**src/rtl/fetch_axi_master.sv**
```systemverilog
// Instruction-fetch AXI read master.
//
// Issues single-beat AXI read requests for sequential fetch blocks of
// FETCH_WIDTH instructions. Keeps a FIFO of the addresses in flight so that
// each R beat can be paired with its PC. Beats for requests issued before a
// jump are drained and discarded.
//
// Ports:
//   clk, rst_n        clock, synchronous active-low reset
//   jump, jump_addr   single-cycle redirect and its 4-byte aligned target
//   stop_fetch        downstream FIFO full: stall new requests and live delivery
//   ar*               AXI read-address channel (single beat, INCR)
//   r*                AXI read-data channel
//   fetch_valid       write strobe into the instruction FIFO
//   fetch_mask        per-slot valid (slots below the jump offset are masked)
//   fetch_err         delivered beat carried a non-OKAY response
//   fetch_instr_pc    slot i = {instr_i, pc_i} in bits [64i+63:64i]
module fetch_axi_master #(
    parameter int unsigned FETCH_WIDTH     = 2,
    parameter int unsigned MAX_OUTSTANDING = 4,
    parameter logic [31:0] RESET_PC        = 32'h0000_0000
) (
    input  logic                      clk,
    input  logic                      rst_n,
    input  logic                      jump,
    input  logic [31:0]               jump_addr,
    input  logic                      stop_fetch,
    input  logic                      arready,
    output logic                      arvalid,
    output logic [31:0]               araddr,
    output logic [7:0]                arlen,
    output logic [2:0]                arsize,
    output logic [1:0]                arburst,
    input  logic                      rvalid,
    input  logic                      rlast,
    input  logic [1:0]                rresp,
    input  logic [32*FETCH_WIDTH-1:0] rdata,
    output logic                      rready,
    output logic                      fetch_valid,
    output logic [FETCH_WIDTH-1:0]    fetch_mask,
    output logic                      fetch_err,
    output logic [64*FETCH_WIDTH-1:0] fetch_instr_pc
);

    localparam int unsigned BYTE_SHIFT = $clog2(4 * FETCH_WIDTH);
    localparam logic [31:0] STEP       = 32'(4 * FETCH_WIDTH);
    localparam int unsigned OFF_W      = (FETCH_WIDTH > 1) ? $clog2(FETCH_WIDTH) : 1;
    localparam int unsigned PTR_W      = $clog2(MAX_OUTSTANDING);
    localparam int unsigned CNT_W      = PTR_W + 1;

    // Every beat is single-transfer and full-width.
    assign arlen   = 8'd0;
    assign arsize  = 3'(BYTE_SHIFT);
    assign arburst = 2'b01;

    // rlast is always expected high since arlen is 0; nothing depends on it.
    logic unused_rlast;
    assign unused_rlast = rlast;

    // ------------------------------------------------------------------
    // State
    // ------------------------------------------------------------------
    logic             arvalid_q, arvalid_d;
    logic [31:0]      araddr_q, araddr_d;
    logic [31:0]      next_pc_q, next_pc_d;
    logic [OFF_W-1:0] offset_q, offset_d;
    // Set when a jump lands while an AR is waiting for arready: that AR still
    // carries the old address and its beat must be dropped.
    logic             pend_stale_q, pend_stale_d;

    logic [PTR_W-1:0] wr_ptr_q, wr_ptr_d;
    logic [PTR_W-1:0] rd_ptr_q, rd_ptr_d;
    logic [CNT_W-1:0] count_q, count_d;

    logic [31:0]                q_addr [MAX_OUTSTANDING];
    logic [OFF_W-1:0]           q_off  [MAX_OUTSTANDING];
    logic [MAX_OUTSTANDING-1:0] q_stale_q;

    // ------------------------------------------------------------------
    // Handshakes and queue head
    // ------------------------------------------------------------------
    logic             q_empty;
    logic [31:0]      head_addr;
    logic [OFF_W-1:0] head_off;
    logic             head_stale;
    logic             ar_hs;
    logic             r_hs;
    logic             arm;
    logic [31:0]      jump_target;
    logic [OFF_W-1:0] jump_off;

    assign q_empty    = (count_q == '0);
    assign head_addr  = q_addr[rd_ptr_q];
    assign head_off   = q_off[rd_ptr_q];
    assign head_stale = !q_empty && q_stale_q[rd_ptr_q];

    // Stale beats are always accepted so a full FIFO cannot block the drain.
    assign rready = !stop_fetch || head_stale;
    assign ar_hs  = arvalid_q && arready;
    // A beat with nothing outstanding is a protocol error and is ignored.
    assign r_hs   = rvalid && rready && !q_empty;

    assign jump_target = jump_addr & ~(STEP - 32'd1);
    assign jump_off    = OFF_W'((jump_addr & (STEP - 32'd1)) >> 2);

    // The pending AR counts against the limit so it is never exceeded.
    assign arm = !stop_fetch && !jump &&
                 ((32'(count_q) + 32'(arvalid_q)) < MAX_OUTSTANDING);

    // ------------------------------------------------------------------
    // PC, offset and AR channel next state
    // ------------------------------------------------------------------
    always_comb begin
        next_pc_d    = next_pc_q;
        offset_d     = offset_q;
        pend_stale_d = pend_stale_q;
        arvalid_d    = arvalid_q;
        araddr_d     = araddr_q;

        if (ar_hs) begin
            pend_stale_d = 1'b0;
            // A stale AR does not advance: next_pc already holds the jump target.
            if (!pend_stale_q) begin
                next_pc_d = next_pc_q + STEP;
                offset_d  = '0;
            end
        end else if (jump && arvalid_q) begin
            pend_stale_d = 1'b1;
        end

        if (jump) begin
            next_pc_d = jump_target;
            offset_d  = jump_off;
        end

        // An asserted AR is never retracted; re-arm only once it is accepted.
        if (!arvalid_q || arready) begin
            arvalid_d = arm;
            if (arm) begin
                araddr_d = next_pc_d;
            end
        end
    end

    // ------------------------------------------------------------------
    // Queue pointers and occupancy
    // ------------------------------------------------------------------
    always_comb begin
        wr_ptr_d = wr_ptr_q;
        rd_ptr_d = rd_ptr_q;
        count_d  = count_q;
        if (ar_hs) begin
            wr_ptr_d = wr_ptr_q + PTR_W'(1);
        end
        if (r_hs) begin
            rd_ptr_d = rd_ptr_q + PTR_W'(1);
        end
        case ({ar_hs, r_hs})
            2'b10:   count_d = count_q + CNT_W'(1);
            2'b01:   count_d = count_q - CNT_W'(1);
            default: count_d = count_q;
        endcase
    end

    always_ff @(posedge clk) begin
        if (!rst_n) begin
            arvalid_q    <= 1'b0;
            araddr_q     <= RESET_PC;
            next_pc_q    <= RESET_PC;
            offset_q     <= '0;
            pend_stale_q <= 1'b0;
            wr_ptr_q     <= '0;
            rd_ptr_q     <= '0;
            count_q      <= '0;
        end else begin
            arvalid_q    <= arvalid_d;
            araddr_q     <= araddr_d;
            next_pc_q    <= next_pc_d;
            offset_q     <= offset_d;
            pend_stale_q <= pend_stale_d;
            wr_ptr_q     <= wr_ptr_d;
            rd_ptr_q     <= rd_ptr_d;
            count_q      <= count_d;
        end
    end

    // Address/offset storage needs no reset: occupancy guards every read.
    always_ff @(posedge clk) begin
        if (ar_hs) begin
            q_addr[wr_ptr_q] <= araddr_q;
            q_off[wr_ptr_q]  <= offset_q;
        end
    end

    // A jump marks everything present at the end of its cycle, including an
    // entry pushed in that same cycle.
    always_ff @(posedge clk) begin
        if (!rst_n) begin
            q_stale_q <= '0;
        end else begin
            if (ar_hs) begin
                q_stale_q[wr_ptr_q] <= pend_stale_q;
            end
            if (jump) begin
                q_stale_q <= '1;
            end
        end
    end

    assign arvalid = arvalid_q;
    assign araddr  = araddr_q;

    // ------------------------------------------------------------------
    // Delivery to the instruction FIFO
    // ------------------------------------------------------------------
    always_comb begin
        fetch_valid    = r_hs && !head_stale && !jump;
        fetch_mask     = '0;
        fetch_err      = 1'b0;
        fetch_instr_pc = '0;
        if (fetch_valid) begin
            fetch_err = (rresp != 2'b00);
            for (int unsigned i = 0; i < FETCH_WIDTH; i++) begin
                fetch_mask[i]              = (i >= 32'(head_off));
                fetch_instr_pc[64*i +: 64] = {rdata[32*i +: 32], head_addr + 32'(4 * i)};
            end
        end
    end

endmodule

```
**config.mk**
```make
export PLATFORM = sky130hd
export DESIGN_NAME = fetch_axi_master
export DESIGN_NICKNAME = d
export VERILOG_FILES = /design/src/rtl/fetch_axi_master.sv
export SDC_FILE = /design/constraint.sdc
export NUM_CORES = 1
export LEC_CHECK = 0
export BUFFER_PORTS_ARGS = -buffer_cell sky130_fd_sc_hd__buf_2
export CAP_MARGIN = 20
export CORE_ASPECT_RATIO = 0.9
export CORE_MARGIN = 10
export CORE_UTILIZATION = 47
export DETAILED_ROUTE_END_ITERATION = 6
export GPL_TIMING_DRIVEN = 0
export PLACE_DENSITY = 0.73
export SLEW_MARGIN = 25
export SYNTH_ARGS = -nofsm -noshare
export SYNTH_HDL_FRONTEND = slang
export SYNTH_SLANG_ARGS = --single-unit
```
**constraint.sdc**
```tcl
create_clock -name clk -period 2.97 [get_ports clk]
set_input_delay 0.1485 -clock clk [delete_from_list [all_inputs] [get_ports clk]]
set_output_delay 0.1485 -clock clk [all_outputs]
set_load 0.1 [all_outputs]
```
; Word level (Yosys, flattened, before mapping)
; Memory sizes are Yosys's and may differ from the RTL's. A register that Yosys moved wholly into a read port is not among the register bits.
; Cells that the tools add are included.
[word_totals]
n_memories = 2
mem_bits_rw = 132
ff_bits = 78
out_inout_bits = 179
wordCells = 74
inputBits = 105
[op_classes]
add_sub_neg = 7
reduce_logical = 24
order_cmp = 5
n_mux = 23
eq_ne = 3
bitwise = 1
[memory_table]
columns = memory, words, word_bits, rd, rd_clocked_by_memory_dff, wr, line
row1 = q_addr, 4, 32, 1, 1, 1, 75  ; logic [31:0] q_addr [MAX_OUTSTANDING];
row2 = q_off, 4, 1, 1, 1, 1, 76  ; logic [OFF_W-1:0] q_off [MAX_OUTSTANDING];
[op_table]
columns = operator, count
row1 = $mux W128, 1
row2 = $mux W32, 3
row3 = $add A32 B3 Y32 const B, 1
row4 = $add A32 B4 Y32 const B, 1
row5 = $logic_and A1 B1 Y1, 10
row6 = $mux W2, 5
row7 = $mux W1, 8
row8 = $mux W4, 2
row9 = $lt A2 B3 Y1 const B, 2
row10 = $pmux W3 S2, 1
row11 = $reduce_bool A2 Y1, 3
row12 = $logic_not A1 Y1, 5
row13 = $add A2 B1 Y2 const B, 2
row14 = $add A3 B1 Y4, 1
row15 = $bwmux W4, 1
row16 = $lt A4 B3 Y1 const B, 1
row17 = $reduce_and A2 Y1, 2
row18 = $add A3 B1 Y3 const B, 1
row19 = $logic_not A3 Y1, 1
row20 = $sub A3 B1 Y3 const B, 1
row21 = $bmux W1 S2, 1
row22 = $demux W1 S2, 1
row23 = $eq A2 B1 Y1 const B, 1
row24 = $eq A2 B2 Y1 const B, 1
row25 = 6 further kinds, 7

; Longest topological paths before layout
; Gate-level depths: netlist of run 1.
[logic_depth]
word_depth = 9
mapped_depth = 10
depth_no_buf = 8

; Least setup slack after synthesis of run 1
; No wires, ideal clock.
[synth_timing]
kind = reg-to-output
start = reg with a tool-made name
end = out fetch_instr_pc[82]
stages_incl_launch_ff = 11
path_buffers = 4
required_ns = 2.822
t_arrival_ns = 3.835
slack_ns = -1.014
cell_sequence = dfxtp_1 -> buf_6 -> buf_12 -> buf_4 -> mux4_2 -> ha_1 -> nand4_2 -> or4_4 -> buf_6 -> or3_1 -> a21oi_1
[synth_rtl]
columns = item, line
row1 = end: declaration, 42  ; output logic [64*FETCH_WIDTH-1:0] fetch_instr_pc

==> results.json, run 1 <==
{
  "synthArstFlopShare_pct": 0,
  "synth_ff_type": "edfxtp_1",
  "core_um2": 20700,
  "synthCells": 846,
  "path_clk_slew_ps": 70,
  "synth_edf_count": 132,
  "dieWidth_um": 173,
  "end_kind": "output port",
  "synth_cell_type_count": 54,
  "hold_viol": 0,
  "max_freq_ghz": 0.297,
  "die_h_um": 157,
  "slew_headroom_pct": 63.9,
  "route.detailed.drc": 0,
  "drive_gt1_share_pct": 39.2,
  "min-delay-start": "jump_addr[8]",
  "row_count": 50,
  "criticalPathCategory": "register to output port",
  "grt_pass1_vias": 8014,
  "tightest_slew_ps": 541,
  "mostFrequentLayoutCells": "buf_2 (171), edfxtp_1 (132), buf_4 (122), and2_1 (91), dfxtp_1 (77)",
  "worstPathRequired_ps": 2820,
  "cts_sinks": 212,
  "rsz0062_at_grt": "yes",
  "clk_path_buf_depth": 3,
  "ctsHtreeMaxLevel": 1,
  "ys_seq_elements": 212,
  "p_leak_uw": 0.00555,
  "min_to": "next_pc_q[8]",
  "maxSlewViolCount": 0,
  "grt_max_degree": 25,
  "portBuffers": 266,
  "dpl.hpwl_um": 24400,
  "yosysTopAreaCell": "edfxtp_1",
  "layout.nets": 1325,
  "cp-start-kind": "register",
  "wl_per_cell_um": 21.4,
  "routed-via-count": 8170,
  "dp.cells": 1413,
  "synth_area_um2": 9860,
  "ant_nets": 0,
  "r2r_slack_ps": 360,
  "antenna_found_initial": 6,
  "r2r-end": "next_pc_q[30]",
  "reg2regPathDepth": 7,
  "grt.overflow.total": 0,
  "finClkSkew_ps": 25.5,
  "worstReg2RegStart": "arvalid",
  "synth.avg_cell_area_um2": 11.7,
  "whs_ps": 10.3,
  "setup_viol": 17,
  "fin_util_pct": 66.8,
  "synth_top_area_share_pct": 40.2,
  "hold_depth": 4,
  "gp_congestion": 0.917,
  "drtIter0Drc": 631,
  "detail_route.first_pass.iterations": 5,
  "layout_min_cycle_time_ps": 3370,
  "stdcell_count": 1517,
  "layout_commonest_cell": "buf_2",
  "dieArea_um2": 27200,
  "period_share_pct": 113,
  "p_per_area_nw_per_um2": 488,
  "arrival_ps": 3220,
  "synth.area.top_cells": "edfxtp_1 (40%), dfxtp_1 (16%), mux4_2 (7.5%)",
  "total_power_uw": 6750,
  "cts_tree": "built",
  "maxCapViolCount": 0,
  "synthToLayoutAreaGrowth_pct": 40.2,
  "clk-insertion-delay-late_ps": 500,
  "cp_max_fo": 6,
  "root_buffer": "clkbuf_16",
  "routed_via_density": 5.39,
  "holdCritPathClass": "primary input to register",
  "cts_made_buffers": 21,
  "io_pins": 284,
  "drt_wl_total_um": 32400,
  "track_usage_pct": 22.6,
  "yosysSeqAreaShare_pct": 56.4,
  "grt_pass1_wl_um": 48400,
  "setup_ws_ps": -399,
  "start_util_pct": 47.6,
  "violations": "negative setup slack",
  "status": "finished with violations",
  "yosys_warnings": 0,
  "vdd_drop_max_uv": 379
}
-- layer usage --
metal | wire length (um) | share of wire (%) | global-route usage [%]
met1 | 13000 | 40 | 27.6
met2 | 16200 | 50 | 39.5
met4 | 874 | 2.7 | 7.14
met5 | 0 | 0 | 0
met3 | 2400 | 7.4 | 4.74
-- stage by stage --
stage / TNS (ps) / instance area (um^2) / setup WS [ps]
4_1_cts: -4060 / 13600 / -463
3_5_place_dp: -22360 / 11900 / -694
6_report: -3210 / 13800 / -399
3_3_place_gp: -20410 / 11800 / -680
5_1_grt: -4330 / 13800 / -445
2_1_floorplan: -3300 / 10100 / -342
-- report_power, final --
part / leakage, uW / internal (uW) / switching [uW] / total [uW]
Combinational: 0.00335 / 323 / 727 / 1050
Sequential: 0.00191 / 3200 / 85.2 / 3280
Clock: 0.000296 / 1380 / 1030 / 2420
Total: 0.00555 / 4900 / 1850 / 6750
-- flip-flops by register name (all words and copies together), names as in the netlist, named ones only --
name,flops
q_stale_q,4
q_off,4
next_pc_q,32
offset_q,1
araddr,32
count_q,3
q_addr,128
wr_ptr_q,2
rd_ptr_q,2
arvalid,1
pend_stale_q,1
-- synth_stat cells, drive strengths merged, types with 25 or more instances --
| library cell | n |
|---|---|
| dfxtp | 80 |
| clkbuf | 40 |
| buf | 28 |
| mux4 | 34 |
| inv | 25 |
| nand3 | 31 |
| o21ai | 45 |
| a21oi | 45 |
| and2 | 93 |
| nor2 | 59 |
| nand2 | 40 |
| edfxtp | 132 |
-- worst max path at each step --
stage | endpoint | cells after the start
finish | fetch_instr_pc[92] | 9
global route | fetch_instr_pc[92] | 9
CTS | fetch_instr_pc[92] | 10
detailed placement | fetch_instr_pc[4] | 7
global placement | fetch_instr_pc[4] | 7
floorplan | fetch_err | 6
-- area by class of cell --
| type | count | area (um^2) |
|---|---|---|
| antenna | 6 | 15.0 |
| fill | 1570 | 6880 |
| tap | 286 | 358 |
| timing repair buffer | 334 | 2460 |
| clock buffer | 27 | 548 |
| buffer | 66 | 482 |
| inverter | 26 | 97.6 |
| clock inverter | 9 | 66.3 |
| sequential | 212 | 5570 |
| multi-input combinational | 551 | 4220 |
-- critical path: stages, from the launching register on --
cell and delay [ps]:
dfxtp_2 340, buf_12 130, buf_12 120, mux4_2 420
ha_4 170, nand4_4 80, or4_4 500, or4_4 440
mux2_4 320, buf_12 170
-- logic make-up (layout without fill, tap and decap cells) --
| kind of cell | count (synthesis) | in the layout | synth area share, % |
|---|---|---|---|
| AO/OA/AOI/OAI | 135 | 135 | 8.20 |
| XOR/XNOR | 29 | 29 | 2.58 |
| adder cells (fa/ha/maj) | 8 | 8 | 1.09 |
| buffers and inverters | 94 | 462 | 4.63 |
| flip-flops | 212 | 212 | 56.4 |
| multiplexers | 46 | 46 | 9.11 |
| other | 2 | 19 | 0.0762 |
| AND/OR/NAND/NOR | 320 | 320 | 17.9 |
-- repair_timing --
item	CTS	global route
pin swaps	11	8
gates resized for setup	192	92
endpoints found under the setup margin	130	92
buffers inserted	37	8
hold buffers	19	0
hold endpoints to repair	21	0
Power figures use the tool's default switching activity.
==> run 2, diff against run 1 <==
==> constraint.sdc (replaced) <==
create_clock -name clk -period 2.97 [get_ports clk]
set_input_delay 0.594 -clock clk [delete_from_list [all_inputs] [get_ports clk]]
set_output_delay 0.594 -clock clk [all_outputs]
set_load 0.1 [all_outputs]
==> run 2 against run 1 <==
The run still ends with negative setup slack left. Global-route usage rose by 7.3 points. Sequential power barely moved. Critical path depth grew 2. Die area unchanged. Setup slack worse by 600 ps. Sequential cell count unchanged. Register-to-register slack lost 80 ps. Non-clock buffer count grew 49. Via count rose by 21%. Total power up 8.3%. Critical endpoint is now fetch_instr_pc[91].
==> results.json, run 2 (synthesis results as in run 1) <==
{
  "routed-via-count": 9916,
  "vdd_drop_max_uv": 400,
  "p_leak_uw": 0.00645,
  "end_kind": "output port",
  "whs_ps": 335,
  "regMostFlops": "q_addr",
  "stdcell_area_um2": 16700,
  "finClkSkew_ps": 19.7,
  "critical_path_depth": 11,
  "clk_path_buf_depth": 3,
  "start_util_pct": 47.6,
  "maxCapViolCount": 0,
  "layout_min_cycle_time_ps": 3970,
  "drtIter0Drc": 1324,
  "setup_ws_ps": -1000,
  "grt_max_degree": 26,
  "die_h_um": 157,
  "worstPathRequired_ps": 2380,
  "dpl.hpwl_um": 23600,
  "dieArea_um2": 27200,
  "status": "finished with violations",
  "mostFrequentLayoutCells": "buf_12 (141), buf_2 (134), edfxtp_1 (132), and2_4 (83), buf_4 (82)",
  "total_power_uw": 7310,
  "p_per_area_nw_per_um2": 438,
  "holdCritPathClass": "primary input to register",
  "place_area_um2": 12200,
  "drive_gt1_share_pct": 52.8,
  "synthToLayoutAreaGrowth_pct": 69.3,
  "cts_made_buffers": 21,
  "io_pins": 284,
  "r2r-end": "araddr[18]",
  "cp_max_fo": 7,
  "path_clk_slew_ps": 80,
  "routed_via_density": 6.29,
  "holdBufCountCts": 0,
  "slew_headroom_pct": 61.5,
  "arrival_ps": 3380,
  "dieWidth_um": 173,
  "rsz0062_at_grt": "yes",
  "layout.nets": 1374,
  "tightest_slew_ps": 573,
  "grt.overflow.total": 0,
  "reg2regPathDepth": 7,
  "violations": "negative setup slack",
  "largest_reg_flops": 128,
  "portBuffers": 266,
  "max_freq_ghz": 0.252,
  "hold_viol": 0,
  "cp-endpoint": "fetch_instr_pc[91]",
  "setup_viol": 129,
  "worstReg2RegStart": "arvalid",
  "route.detailed.drc": 0,
  "track_usage_pct": 29.9,
  "cts_tree": "built",
  "critPathBufInv": 6,
  "crit_path_top_delay_cell": "or4_4",
  "gp_congestion": 0.968,
  "wl_per_cell_um": 32.1,
  "crit_path_max_incr_delay_ps": 540,
  "drt_wl_total_um": 50600,
  "cp-start-kind": "register",
  "clk-insertion-delay-late_ps": 510,
  "ant_nets": 0,
  "detail_route.first_pass.iterations": 5,
  "grt_pass1_vias": 9055,
  "cp_top_family": "simple AND/OR/NAND/NOR gates",
  "r2r_slack_ps": 280,
  "crit_chain": "buf_12, buf_12, mux4_2, buf_6, buf_6, and4_4, nand4bb_4, buf_6, or4_4, a21oi_4, buf_12",
  "antenna_found_initial": 13,
  "criticalPathCategory": "register to output port",
  "root_buffer": "clkbuf_16",
  "core_um2": 20700,
  "grt_pass1_wl_um": 62400,
  "ctsHtreeMaxLevel": 1,
  "cts_sinks": 212,
  "row_count": 50,
  "period_share_pct": 134,
  "layout_commonest_cell": "buf_12",
  "maxSlewViolCount": 0
}
==> run 2: cell types whose count changed in the layout (fill, tap and decap cells not counted), moves of 10 or more <==
cell,previous run,this run
nor2_4,0,25
and2_4,0,83
dlygate4sd3_1,19,0
buf_4,122,82
nor2_2,10,0
buf_8,6,22
and2_1,91,7
buf_2,171,134
buf_12,24,141
nor2_1,49,34
diode_2,6,16
buf_6,12,29
==> run 2: worst min path at each step <==
stage	end	depth (start not counted)	startpoint	slack (ps)
2_1_floorplan	araddr[0]	2	next_pc_q[0]	460
3_3_place_gp	araddr[1]	2	next_pc_q[1]	470
3_5_place_dp	araddr[1]	2	next_pc_q[1]	470
4_1_cts	next_pc_q[26]	3	jump_addr[26]	330
5_1_grt	next_pc_q[26]	3	jump_addr[26]	360
6_report	next_pc_q[26]	3	jump_addr[26]	330
==> run 2: metrics by stage <==
step,util [%],setup TNS [ps],std cells,setup slack [ps]
after global routing,80.6,-45160,1575,-1020
after floorplan,-,-4000,857,-460
after detailed placement,59.1,-63290,1413,-995
after CTS,77.9,-33410,1524,-973
final,80.6,-41390,1577,-1000
after global placement,58.6,-59470,1409,-976
==> run 2: metal layers <==
layer	wire length [um]	track usage (%)	vias to the layer above
met1	18100	35.7	4867
li1	-	-	3915
met5	0	0	-
met2	23800	50.7	928
met3	5500	6.99	206
met4	3100	13.6	0
==> run 2: power by group <==
| group | switching (uW) | internal [uW] |
|---|---|---|
| clock network | 1210 | 1500 |
| registers | 99.5 | 3200 |
| logic | 869 | 432 |
==> run 2: worst register-to-register path, cell delays in order (launching register included) <==
cell and delay, ps:
dfxtp_1 530, and3b_1 210, clkbuf_1 280, nand4_1 480, clkbuf_1 400, nor4_1 330, nor3_1 140, a21oi_1 240
==> run 2: repair_timing <==
| item | 4_1_cts | 5_1_grt |
|---|---|---|
| setup buffers | 63 | 44 |
| cloned | 12 | 1 |
| resized for setup | 714 | 66 |
| pin swaps | 70 | 37 |
| setup endpoints to repair | 132 | 132 |
| endpoints found under the hold margin | 0 | 0 |
==> run 2: layout make-up <==
cell class	instances	area, um^2
multi-input cells	551	4760
inverters	26	115
fillers	976	4020
diodes	16	40.0
clock inverters	5	32.5
flip-flops and latches	212	5570
plain buffers	64	602
repair buffers	385	4570
clock buffers	32	642
well taps	286	358
